File: src/rtl/mux_key_table.sv
// Programmable key->data lookup table with priority match, miss default and saturating hit/miss counters.
// Latency 1 cycle through one output register; in_ready = !out_valid || out_ready, so no bubbles and the result holds under stall.
module mux_key_table #(
  parameter  int NR_KEY   = 4,
  parameter  int KEY_LEN  = 4,
  parameter  int DATA_LEN = 8,
  parameter  int CNT_LEN  = 16,
  localparam int IDX_LEN  = (NR_KEY > 1) ? $clog2(NR_KEY) : 1
) (
  input  logic                clk,
  input  logic                rst,
  input  logic                clr,
  input  logic                wr_en,
  input  logic [IDX_LEN-1:0]  wr_idx,
  input  logic [KEY_LEN-1:0]  wr_key,
  input  logic [DATA_LEN-1:0] wr_data,
  input  logic                wr_vld,
  input  logic [DATA_LEN-1:0] def_data,
  input  logic                in_valid,
  output logic                in_ready,
  input  logic [KEY_LEN-1:0]  in_key,
  output logic                out_valid,
  input  logic                out_ready,
  output logic [DATA_LEN-1:0] out_data,
  output logic                out_hit,
  output logic [IDX_LEN-1:0]  out_idx,
  output logic [CNT_LEN-1:0]  hit_cnt,
  output logic [CNT_LEN-1:0]  miss_cnt
);

  logic [NR_KEY-1:0]   vld_q;
  logic [KEY_LEN-1:0]  key_q  [NR_KEY];
  logic [DATA_LEN-1:0] data_q [NR_KEY];

  logic                out_valid_q, out_valid_d;
  logic [DATA_LEN-1:0] out_data_q,  out_data_d;
  logic                out_hit_q,   out_hit_d;
  logic [IDX_LEN-1:0]  out_idx_q,   out_idx_d;
  logic [CNT_LEN-1:0]  hit_cnt_q,   hit_cnt_d;
  logic [CNT_LEN-1:0]  miss_cnt_q,  miss_cnt_d;

  logic                match_hit;
  logic [IDX_LEN-1:0]  match_idx;
  logic [DATA_LEN-1:0] match_data;
  logic                accept;

  // Out-of-range wr_idx never equals any loop index, so it is dropped here.
  always_ff @(posedge clk or posedge rst) begin
    if (rst) begin
      vld_q <= '0;
      for (int i = 0; i < NR_KEY; i++) begin
        key_q[i]  <= '0;
        data_q[i] <= '0;
      end
    end else begin
      for (int i = 0; i < NR_KEY; i++) begin
        if (clr) begin
          vld_q[i] <= 1'b0;
        end else if (wr_en && wr_idx == IDX_LEN'(i)) begin
          vld_q[i]  <= wr_vld;
          key_q[i]  <= wr_key;
          data_q[i] <= wr_data;
        end
      end
    end
  end

  // Scan from the top so the lowest matching index is the last one assigned.
  always_comb begin
    match_hit  = 1'b0;
    match_idx  = '0;
    match_data = def_data;
    for (int i = NR_KEY - 1; i >= 0; i--) begin
      if (vld_q[i] && key_q[i] == in_key) begin
        match_hit  = 1'b1;
        match_idx  = IDX_LEN'(i);
        match_data = data_q[i];
      end
    end
  end

  assign in_ready = !out_valid_q || out_ready;
  assign accept   = in_valid && in_ready;

  always_comb begin
    out_valid_d = out_valid_q;
    out_data_d  = out_data_q;
    out_hit_d   = out_hit_q;
    out_idx_d   = out_idx_q;
    hit_cnt_d   = hit_cnt_q;
    miss_cnt_d  = miss_cnt_q;
    if (accept) begin
      out_valid_d = 1'b1;
      out_data_d  = match_data;
      out_hit_d   = match_hit;
      out_idx_d   = match_idx;
      if (match_hit) begin
        if (hit_cnt_q != '1) hit_cnt_d = hit_cnt_q + 1'b1;
      end else begin
        if (miss_cnt_q != '1) miss_cnt_d = miss_cnt_q + 1'b1;
      end
    end else if (out_ready) begin
      out_valid_d = 1'b0;
    end
    if (clr) begin
      hit_cnt_d  = '0;
      miss_cnt_d = '0;
    end
  end

  always_ff @(posedge clk or posedge rst) begin
    if (rst) begin
      out_valid_q <= 1'b0;
      out_data_q  <= '0;
      out_hit_q   <= 1'b0;
      out_idx_q   <= '0;
      hit_cnt_q   <= '0;
      miss_cnt_q  <= '0;
    end else begin
      out_valid_q <= out_valid_d;
      out_data_q  <= out_data_d;
      out_hit_q   <= out_hit_d;
      out_idx_q   <= out_idx_d;
      hit_cnt_q   <= hit_cnt_d;
      miss_cnt_q  <= miss_cnt_d;
    end
  end

  assign out_valid = out_valid_q;
  assign out_data  = out_data_q;
  assign out_hit   = out_hit_q;
  assign out_idx   = out_idx_q;
  assign hit_cnt   = hit_cnt_q;
  assign miss_cnt  = miss_cnt_q;

endmodule

File: config.mk
export PLATFORM = sky130hd
export DESIGN_NAME = mux_key_table
export DESIGN_NICKNAME = d
export VERILOG_FILES = /design/src/rtl/mux_key_table.sv
export SDC_FILE = /design/constraint.sdc
export NUM_CORES = 1
export LEC_CHECK = 0
export CAP_MARGIN = 15
export CORE_MARGIN = 2
export CORE_UTILIZATION = 54
export DETAILED_ROUTE_END_ITERATION = 16
export PLACE_DENSITY = 0.8
export SYNTH_ARGS = -nofsm -noshare
export SYNTH_HDL_FRONTEND = slang
export SYNTH_SLANG_ARGS = --single-unit
File: constraint.sdc
create_clock -name clk -period 3.89 [get_ports clk]
set_clock_uncertainty 0.05 [all_clocks]
set_input_delay 0.389 -clock clk [delete_from_list [all_inputs] [get_ports clk]]
set_output_delay 0.389 -clock clk [all_outputs]
set_load 0.02 [all_outputs]
### Word-level counts from Yosys, hierarchy flattened

Index checks and enable logic that the tools add are counted.

| storage, ports and cells | value |
|---|---|
| flip-flop bits (word level) | 96 |
| latch bits | 0 |
| RAM bits | 0 |
| bits in read-only memories | 0 |
| bits of input ports | 33 |
| output and inout bits | 45 |
| logic and storage cells | 88 |
| memories kept | 0 |

| cells by class | value |
|---|---|
| add/subtract/negate cells | 2 |
| multiply operators | 0 |
| div/mod/pow operators | 0 |
| magnitude comparators | 0 |
| equal/unequal tests | 10 |
| shift operators | 0 |
| multiplexer cells | 30 |
| bitwise gates (word level) | 1 |
| reduce and logical (&&, ||, !) cells | 27 |

Operators by type and width:

| operator | count |
|---|---|
| 16-bit 2-to-1 mux | 8 |
| 16-bit by 1-bit adder with 16-bit output, second input constant | 2 |
| 8-bit 2-to-1 mux | 4 |
| 16-bit inequality test, second input constant | 2 |
| 2-bit nonzero test | 9 |
| 4-bit equality test | 4 |
| 1-bit 2-to-1 mux | 14 |
| 1-bit logical AND | 9 |
| 2-bit 2-to-1 mux | 4 |
| 2-bit AND reduction | 4 |
| 3-bit AND reduction | 2 |
| 2-bit equality test, second input constant | 2 |
| 2-bit by 1-bit equality test with 1-bit output, second input constant | 1 |
| 2-bit zero test | 1 |
| 2-bit inequality test, second input constant | 1 |
| 1-bit zero test | 1 |
| 1-bit logical OR | 1 |
| 1-bit inverter | 1 |

### Longest topological paths before layout

Gate-level depths: netlist of run 1.

| logic depth | value |
|---|---|
| word-level depth | 9 |
| gate-level depth with buffers | 9 |
| depth with buffers taken out | 6 |

### Worst setup path after synthesis of run 1

Ideal clock, no wire load.

| path | value |
|---|---|
| path kind | flip-flop to flip-flop |
| start point | reg out_valid_q, in the netlist out_valid |
| end point | reg miss_cnt_q[10], in the netlist miss_cnt[10] |
| setup time | 0.125 ns |
| arrival time | 2.176 ns |
| path slack | 1.539 ns |
| stages on the path, launching flop included | 8 |
| buffers on the path | 2 |
| period minus slack after synthesis | 2.351 ns |
| path through | dfrtp_1 > nand2b_1 > nand2_1 > or3_1 > clkbuf_1 > buf_2 > nor4_1 > mux2_2 |

| on the way | value |
|---|---|
| word-level cells in the longest chain between the ends | 5 |

RTL lines:

| item | line | source |
|---|---|---|
| from (decl) | 35 | `logic out_valid_q, out_valid_d;` |
| from (signal assigned) | 120 | `out_valid_q <= out_valid_d;` |
| 1-bit zero test | 82 | `assign in_ready = !out_valid_q \|\| out_ready;` |
| 1-bit logical OR | 82 |  |
| via in_ready | 20 | `output logic in_ready,` |
| 1-bit logical AND | 83 | `assign accept = in_valid && in_ready;` |
| 2-bit nonzero test (no source line) | n/a |  |
| 3-bit AND reduction (no source line) | n/a |  |
| to (signal assigned) | 125 | `miss_cnt_q <= miss_cnt_d;` |
| to (decl) | 40 | `logic [CNT_LEN-1:0] miss_cnt_q, miss_cnt_d;` |

The timed path passes the listed nets, and every way through them passes these cells.
A chain may end at the register's enable or synchronous reset.

### Worst setup path after layout of run 1

| path | value |
|---|---|
| start point | in in_key[2] |
| end point | reg miss_cnt_q[3], in the netlist miss_cnt[3] |

| on the way | value |
|---|---|
| word-level cells in the longest chain between the ends | 8 |
| elaborated cells on any way between the ends | 14 |
| classes of those cells | 5 x eq/ne; 4 x mux; 5 x reduce/logical |

RTL lines:

| item | line | source |
|---|---|---|
| from (decl) | 21 | `input logic [KEY_LEN-1:0] in_key,` |
| 4-bit equality test | 74 | `if (vld_q[i] && key_q[i] == in_key) begin` |
| 1-bit logical AND | 74 |  |
| 1-bit 2-to-1 mux (3 in a row) | 74 |  |
| 1-bit 2-to-1 mux * | 74 |  |
| 2-bit inequality test (no source line) * | n/a |  |
| 3-bit AND reduction (no source line) * | n/a |  |

Every way passes the cells marked *; elsewhere a longest branch is shown, timed or not.

==> impl_results.md, run 1 <==
* Setup-failing EPs final at 0
* Io pins at 78
* FF+latch count, synth at 96
* Vias in the first global route at 3794
* Max Clk Rate at 0.3261 GHz
* Worst path buffer plus inverter count at 1
* Max Cap Viol at 0
* Vias at 3818
* Crit path max-delay cell type: or3_1
* Cells after Synth at 444
* Core ar. at 8721 µm²
* Ys Warns at 0
* CP cell instances: clkdlybuf4s50_1, xor2_1, nor4_2, or3_1, nor4_1, mux2_2
* Crit. End Element: flip-flop
* R2r worst-path depth at 5
* DR DRC count at 0
* Hold Path Class: in2async
* Net Count, Synth at 479
* Grt ovf at 0
* Status: finished clean
* Num CTS Buffers at 9
* WL final at 11.28 mm
* Largest net degree at the start of global routing at 55
* Dpl cells at 614
* CTS tree: yes
* Postcts setup bufs at 0
* Critical path class: in2reg
* Port bufs at 77
* Initial antenna violation count at 0
* First-pass DRT Iterations at 4
* Hold Buf Count CTS at 0
* Worst-Margin Slew at 1.253 ns
* Clk slew on worst S/H paths at 0.10 ns
* Overall routing resource usage at 23.54%
* Diodes inserted at 0
* Area delta synth->final at 22.70%
* Critical Path RT at 4.09 ns
* Clk root buf: clkbuf_8
* Leakage power at 0.002370 µW
* Cell Area, Synth at 4838 µm²
* Worst Setup SP: in_key[2]
* Setup TNS at 0 ns
* Die Height at 98.66 µm
* DR vias/cell at 6.070
* CTS max path bufs at 2
* Remaining antenna violation count at 0
* Area taken by multi-input logic gates at 2337 µm²
* Cell variety after synth at 42
* Share of post-route cells with drive strength above 1 at 18.04%
* # fillers at 648
* DPL Wire Length at 7.649 mm
* Pwr Density at 368.2 nW/µm²
* Clk_lat worst skew at 0.35 ns
* Final hold violation count at 0
* WL/cell at 17.93 µm
* Fin crit share at 78.82%
* H-tree levels at 3
* Syn avg cell area at 10.90 µm²
* Starting DRT DRC Count at 209
* Post-layout nets at 552
* Worst reg2reg setup slack at 1.05 ns
* Die area at 9733 µm²
* Final Wtd Congestion at 0.8091
* Initial Util at 55.48%
* Non-filler cells, final at 629
* Delay of the slowest critical-path stage at 0.96 ns
* Final worst path period need at 3.066 ns
* First-pass GRT wire length at 18.59 mm
* Crit path max-delay family: simple AND/OR/NAND/NOR gates
* Crit Reg-Reg Endpoint: miss_cnt[3]$_DFFE_PP0P_
* Clock Sinks at 96
* Commonest non-fill, non-tap cell in the layout: dfrtp_1
* RSZ-0062 raised after global routing: false
* Register area at 2402 µm²
* VDD IR max at 0.0002769 V
* Reg-to-reg startpoint: key_q[14]$_DFFE_PP0P_
* Worst path depth at 6
* Most frequent cells in the layout: dfrtp_1, clkdlybuf4s50_1, mux2_2, nor2_1, nand2_1
* Sequential area share after synthesis at 49.65%
* Post-CTS Resized at 0
* Max-slew headroom at 16.08%
* # rows at 34
* Final-report max-slew violation count at 0
* Setup crit end: miss_cnt[3]$_DFFE_PP0P_
* CP max FO at 34
* Die width at 98.66 µm
* Crit path launch type: primary input
* WP data arrival at 3.26 ns
==> metal layers <==
| metal | vias up | global-route usage [%] | part of all wire, % |
|---|---|---|---|
| met4 | 0 | 7.271 | 2.0 |
| met1 | 1866 | 31.91 | 43 |
| met3 | 21 | 4.752 | 6.5 |
| met2 | 142 | 38.57 | 49 |
| li1 | 1789 | - | - |
| met5 | - | 0 | 0 |
==> worst reg2reg max path: stages (launching register included) <==
cell and delay, ns:
dfrtp_1 0.41, xor2_1 0.15, nor4_2 0.62, or3_1 0.96, nor4_1 0.21, mux2_2 0.34
==> metrics by stage <==
step / instance area, µm² / worst slack (ns) / power [µW] / hold WS, ns / utilization, %
2_1_floorplan: 4838 / 0.9456 / 1448 / 0.4291 / -
3_3_place_gp: 5764 / 0.6808 / 1583 / 0.4361 / 66.10
3_5_place_dp: 5764 / 0.5136 / 1606 / 0.4439 / 66.10
4_1_cts: 5937 / 0.8488 / 2199 / 0.4521 / 68.08
5_1_grt: 5937 / 0.6015 / 2288 / 0.4712 / 68.08
6_report: 5937 / 0.8237 / 2186 / 0.4245 / 68.08
==> cell type report <==
class	instances	area share (%)
well taps	108	2.276
inverters	8	0.5269
repair buffers	87	14.46
multi-input cells	315	39.37
flip-flops and latches	96	40.46
clock inverters	3	0.2950
clock buffers	12	2.613
==> cell families (layout without fill, tap and decap cells) <==
group                    count (synthesis)  in the layout  synth area share, %
buffers and inverters                   33            110                2.741
flip-flops                              96             96                49.65
XOR/XNOR                                16             16                2.896
AND/OR/NAND/NOR                        156            156                17.48
adder cells (fa/ha/maj)                  2              2               0.5171
AO/OA/AOI/OAI                           63             63                9.103
multiplexers                            78             78                17.61
==> Yosys cell counts, drive strengths merged <==
library cell / n / area share [%]
or4: 15 / 2.3
o311ai: 2 / 0.36
o31a: 2 / 0.36
mux2i: 21 / 4.3
o31ai: 14 / 2.2
or3: 6 / 0.78
nand2b: 3 / 0.39
nand3b: 2 / 0.31
a21oi: 18 / 1.9
nor3b: 2 / 0.31
nand2: 24 / 1.9
o311a: 1 / 0.21
o22a: 1 / 0.18
nor4: 14 / 1.9
a31o: 1 / 0.18
nand3: 23 / 2.4
ha: 2 / 0.52
or2: 3 / 0.39
xor2: 12 / 2.2
a211o: 8 / 1.4
nor3: 7 / 0.72
o21a: 1 / 0.16
and3: 1 / 0.23
clkbuf: 17 / 1.3
o211ai: 9 / 1.4
and2: 2 / 0.26
and4: 2 / 0.36
clkinv: 1 / 0.078
mux2: 57 / 13
dfrtp: 96 / 50
nor2b: 8 / 1.0
nor2: 32 / 2.5
or4b: 2 / 0.41
inv: 7 / 0.54
xnor2: 4 / 0.72
nand4: 10 / 1.3
buf: 8 / 0.80
o21ai: 4 / 0.41
o41ai: 2 / 0.36
==> registers in the layout, summed over array words and instances, names as in the netlist <==
register,flops
data_q,32
hit_cnt,16
key_q,16
miss_cnt,16
out_data,8
vld_q,4
out_idx,2
out_hit,1
out_valid,1
==> worst min path at each step <==
stage / from / endpoint / slack (ns) / cells after the start
floorplan: data_q[5]$_DFFE_PP0P_ / data_q[5]$_DFFE_PP0P_ / 0.43 / 1
global placement: data_q[0]$_DFFE_PP0P_ / data_q[0]$_DFFE_PP0P_ / 0.44 / 1
detailed placement: data_q[5]$_DFFE_PP0P_ / data_q[5]$_DFFE_PP0P_ / 0.44 / 1
CTS: rst / hit_cnt[0]$_DFFE_PP0P_ / 0.45 / 2
global route: data_q[25]$_DFFE_PP0P_ / data_q[25]$_DFFE_PP0P_ / 0.47 / 1
finish: rst / hit_cnt[2]$_DFFE_PP0P_ / 0.42 / 2
==> report_power, final <==
| group | total (µW) | leakage (µW) | switching [µW] | internal (µW) |
|---|---|---|---|---|
| Clock | 601 | 0.0000882 | 338 | 263 |
| Sequential | 1210 | 0.00123 | 80.9 | 1130 |
| Combinational | 377 | 0.00106 | 174 | 203 |
No activity file was read; power rests on OpenSTA's default activity.
==> run 2: changes to the inputs <==
--- a/config.mk
+++ b/config.mk
@@ -7,9 +7,9 @@
 export LEC_CHECK = 0
 export CAP_MARGIN = 15
 export CORE_MARGIN = 2
-export CORE_UTILIZATION = 54
+export CORE_UTILIZATION = 49
 export DETAILED_ROUTE_END_ITERATION = 16
-export PLACE_DENSITY = 0.8
+export PLACE_DENSITY = 0.77
 export SYNTH_ARGS = -nofsm -noshare
 export SYNTH_HDL_FRONTEND = slang
 export SYNTH_SLANG_ARGS = --single-unit
==> constraint.sdc (replaced) <==
create_clock -name clk -period 2.6 [get_ports clk]
set_clock_uncertainty 0.05 [all_clocks]
set_input_delay 0.26 -clock clk [delete_from_list [all_inputs] [get_ports clk]]
set_output_delay 0.26 -clock clk [all_outputs]
set_load 0.02 [all_outputs]
==> impl_results.md, run 2 (synthesis gave the netlist of run 1 again) <==
* Status: finished clean
* DR DRC count at 0 (unchanged)
* Vias at 3887 (+1.8%)
* Max-slew headroom at 30.98% (+15 points)
* Clk slew on worst S/H paths at 0.10 ns (about the same)
* Reg-to-reg startpoint: miss_cnt[0]$_DFFE_PP0P_
* H-tree levels at 3 (unchanged)
* Critical Path RT at 2.84 ns (-1.25 ns)
* Total power at 3382 µW (+55%)
* Area delta synth->final at 26.95%
* Delay of the slowest critical-path stage at 0.67 ns (-0.29 ns)
* CTS tree: yes
* Setup-failing EPs final at 0 (unchanged)
* Initial antenna violation count at 0 (unchanged)
* Die Height at 103.4 µm (+4.8%)
* Post-CTS Resized at 0 (unchanged)
* # rows at 36 (+5.9%)
* Most frequent cells in the layout: dfrtp_1, clkdlybuf4s50_1, mux2_2, nor2_1, buf_4
* Register area at 2402 µm² (unchanged)
* Worst Setup SP: in_key[2]
* Share of post-route cells with drive strength above 1 at 20.93% (+2.9 points)
* Io pins at 78 (unchanged)
* Hold Path Class: in2async
* Internal power at 2457 µW (+54%)
* CP cell instances: clkdlybuf4s50_1, xor2_1, nor3_1, and3_4, or4b_1, or4_1, a21oi_1
* CP max FO at 9 (-74%)
* Max FFs per register at 32 (unchanged)
* # fillers at 765 (+18%)
* Max Cap Viol at 0 (unchanged)
* Clk root buf: clkbuf_8
* Remaining antenna violation count at 0 (unchanged)
* Fin crit share at 93.86%
* Worst-Margin Slew at 1.031 ns (-0.2219 ns)
* Crit path launch type: primary input
* Starting DRT DRC Count at 155 (-26%)
* Sequential Power Share at 53.2% (-2.1 points)
* DPL Wire Length at 7.711 mm (+0.81%)
* Postcts setup bufs at 0 (unchanged)
* WL final at 11.06 mm (-2.0%)
* Clock Sinks at 96 (unchanged)
* Initial Util at 49.96% (-5.5 points)
* Leakage power at 0.002463 µW (+3.9%)
* Crit. End Element: flip-flop
* Final worst path period need at 2.440 ns
* Worst reg2reg setup slack at 0.20 ns (-0.85 ns)
* RSZ-0062 raised after global routing: false
* Critical path class: in2reg
* CTS max path bufs at 2 (unchanged)
* Hold Buf Count CTS at 0 (unchanged)
* Pwr Density at 550.7 nW/µm² (+50%)
* Final WS setup at 0.1595 ns (-0.6642 ns)
* Max Clk Rate at 0.4098 GHz
* First-pass DRT Iterations at 4 (unchanged)
* Largest Register: data_q
* Post-place setup slack at -0.1856 ns (-0.6993 ns)
* Final Wtd Congestion at 0.8792 (+8.7%)
* Core ar. at 9684 µm² (+11%)
* Non-filler cells, final at 673 (+7.0%)
* Sw Pwr at 924.8 µW (+56%)
* Commonest non-fill, non-tap cell in the layout: dfrtp_1
* Overall routing resource usage at 21.74% (-1.8 points)
* VDD IR max at 0.0003305 V (+19%)
* DR vias/cell at 5.776 (-4.8%)
* First-pass GRT wire length at 18.16 mm (-2.3%)
* Die area at 10690 µm² (+9.8%)
* WP data arrival at 2.68 ns (-0.58 ns)
* Post-Route Utilization at 63.42% (-4.7 points)
* Largest net degree at the start of global routing at 97 (+76%)
* Post-layout nets at 570 (+3.3%)
* Clock power frac at 29.6% (+2.1 points)
* Hold_ws at 0.3025 ns (-0.1221 ns)
* Vias in the first global route at 3736 (-1.5%)
* Num CTS Buffers at 9 (unchanged)
* Final-report max-slew violation count at 0 (unchanged)
* Grt ovf at 0 (unchanged)
* Clk_lat worst skew at 0.36 ns (about the same)
* Combinational power share at 17.2% (about the same)
* Port bufs at 77 (unchanged)
* Worst path buffer plus inverter count at 1 (unchanged)
* Crit path max-delay family: simple AND/OR/NAND/NOR gates
* Dpl cells at 657 (+7.0%)
* Switching Fraction at 27.34% (+0.24 points)
* WL/cell at 16.43 µm (-8.4%)
* Area taken by multi-input logic gates at 2332 µm² (-0.21%)
* Diodes inserted at 0 (unchanged)
* Final hold violation count at 0 (unchanged)
* Crit path max-delay cell type: or4b_1
* Die width at 103.4 µm (+4.8%)
-- run 2: metal layers --
metal  routed length (µm)  GRT usage (%)
met1                 4974          29.79
met3                  527          4.032
met4                  139          6.073
met5                    0              0
met2                 5417          35.68
-- run 2: stage by stage --
stage	setup TNS, ns	instance area, µm²
after global routing	0	6142
after CTS	0	6142
after detailed placement	-1.938	5941
after floorplan	0	4842
final	0	6142
after global placement	-0.3718	5941
-- run 2: path summary, 6_finish.rpt --
check	end	cells after the start
worst max-delay path	miss_cnt[11]$_DFFE_PP0P_	7
worst min register to register	out_idx[0]$_DFFE_PP0P_	2
max in group asynchronous	key_q[1]$_DFFE_PP0P_	3
worst min-delay path	miss_cnt[10]$_DFFE_PP0P_	3
min in group clk	out_idx[0]$_DFFE_PP0P_	2
worst max register to register	miss_cnt[11]$_DFFE_PP0P_	6
-- run 2: area by class of cell --
type | instances | share of cell area, %
Clock buffer | 9 | 2.017
Inverter | 8 | 0.5500
Sequential cell | 96 | 39.11
Timing Repair Buffer | 105 | 16.38
Tap cell | 133 | 2.709
Clock inverter | 7 | 1.263
Multi-Input combinational cell | 315 | 37.97
-- run 2: power by group through the flow --
stage          clock network (µW)  registers [µW]  logic, µW
3_3_place_gp                    0            1820        564
6_report                     1000            1800        583
2_1_floorplan                   0            1830        334
3_5_place_dp                    0            1830        587
4_1_cts                      1020            1800        590
5_1_grt                      1080            1830        636
-- run 2: worst reg2reg max path: cells and delay by family, from the launching register on --
kind / cells / cell delay (ns)
compound gates: 1 / 0.16
fa+ha+maj: 1 / 0.26
flops: 1 / 0.45
simple gates: 4 / 1.41
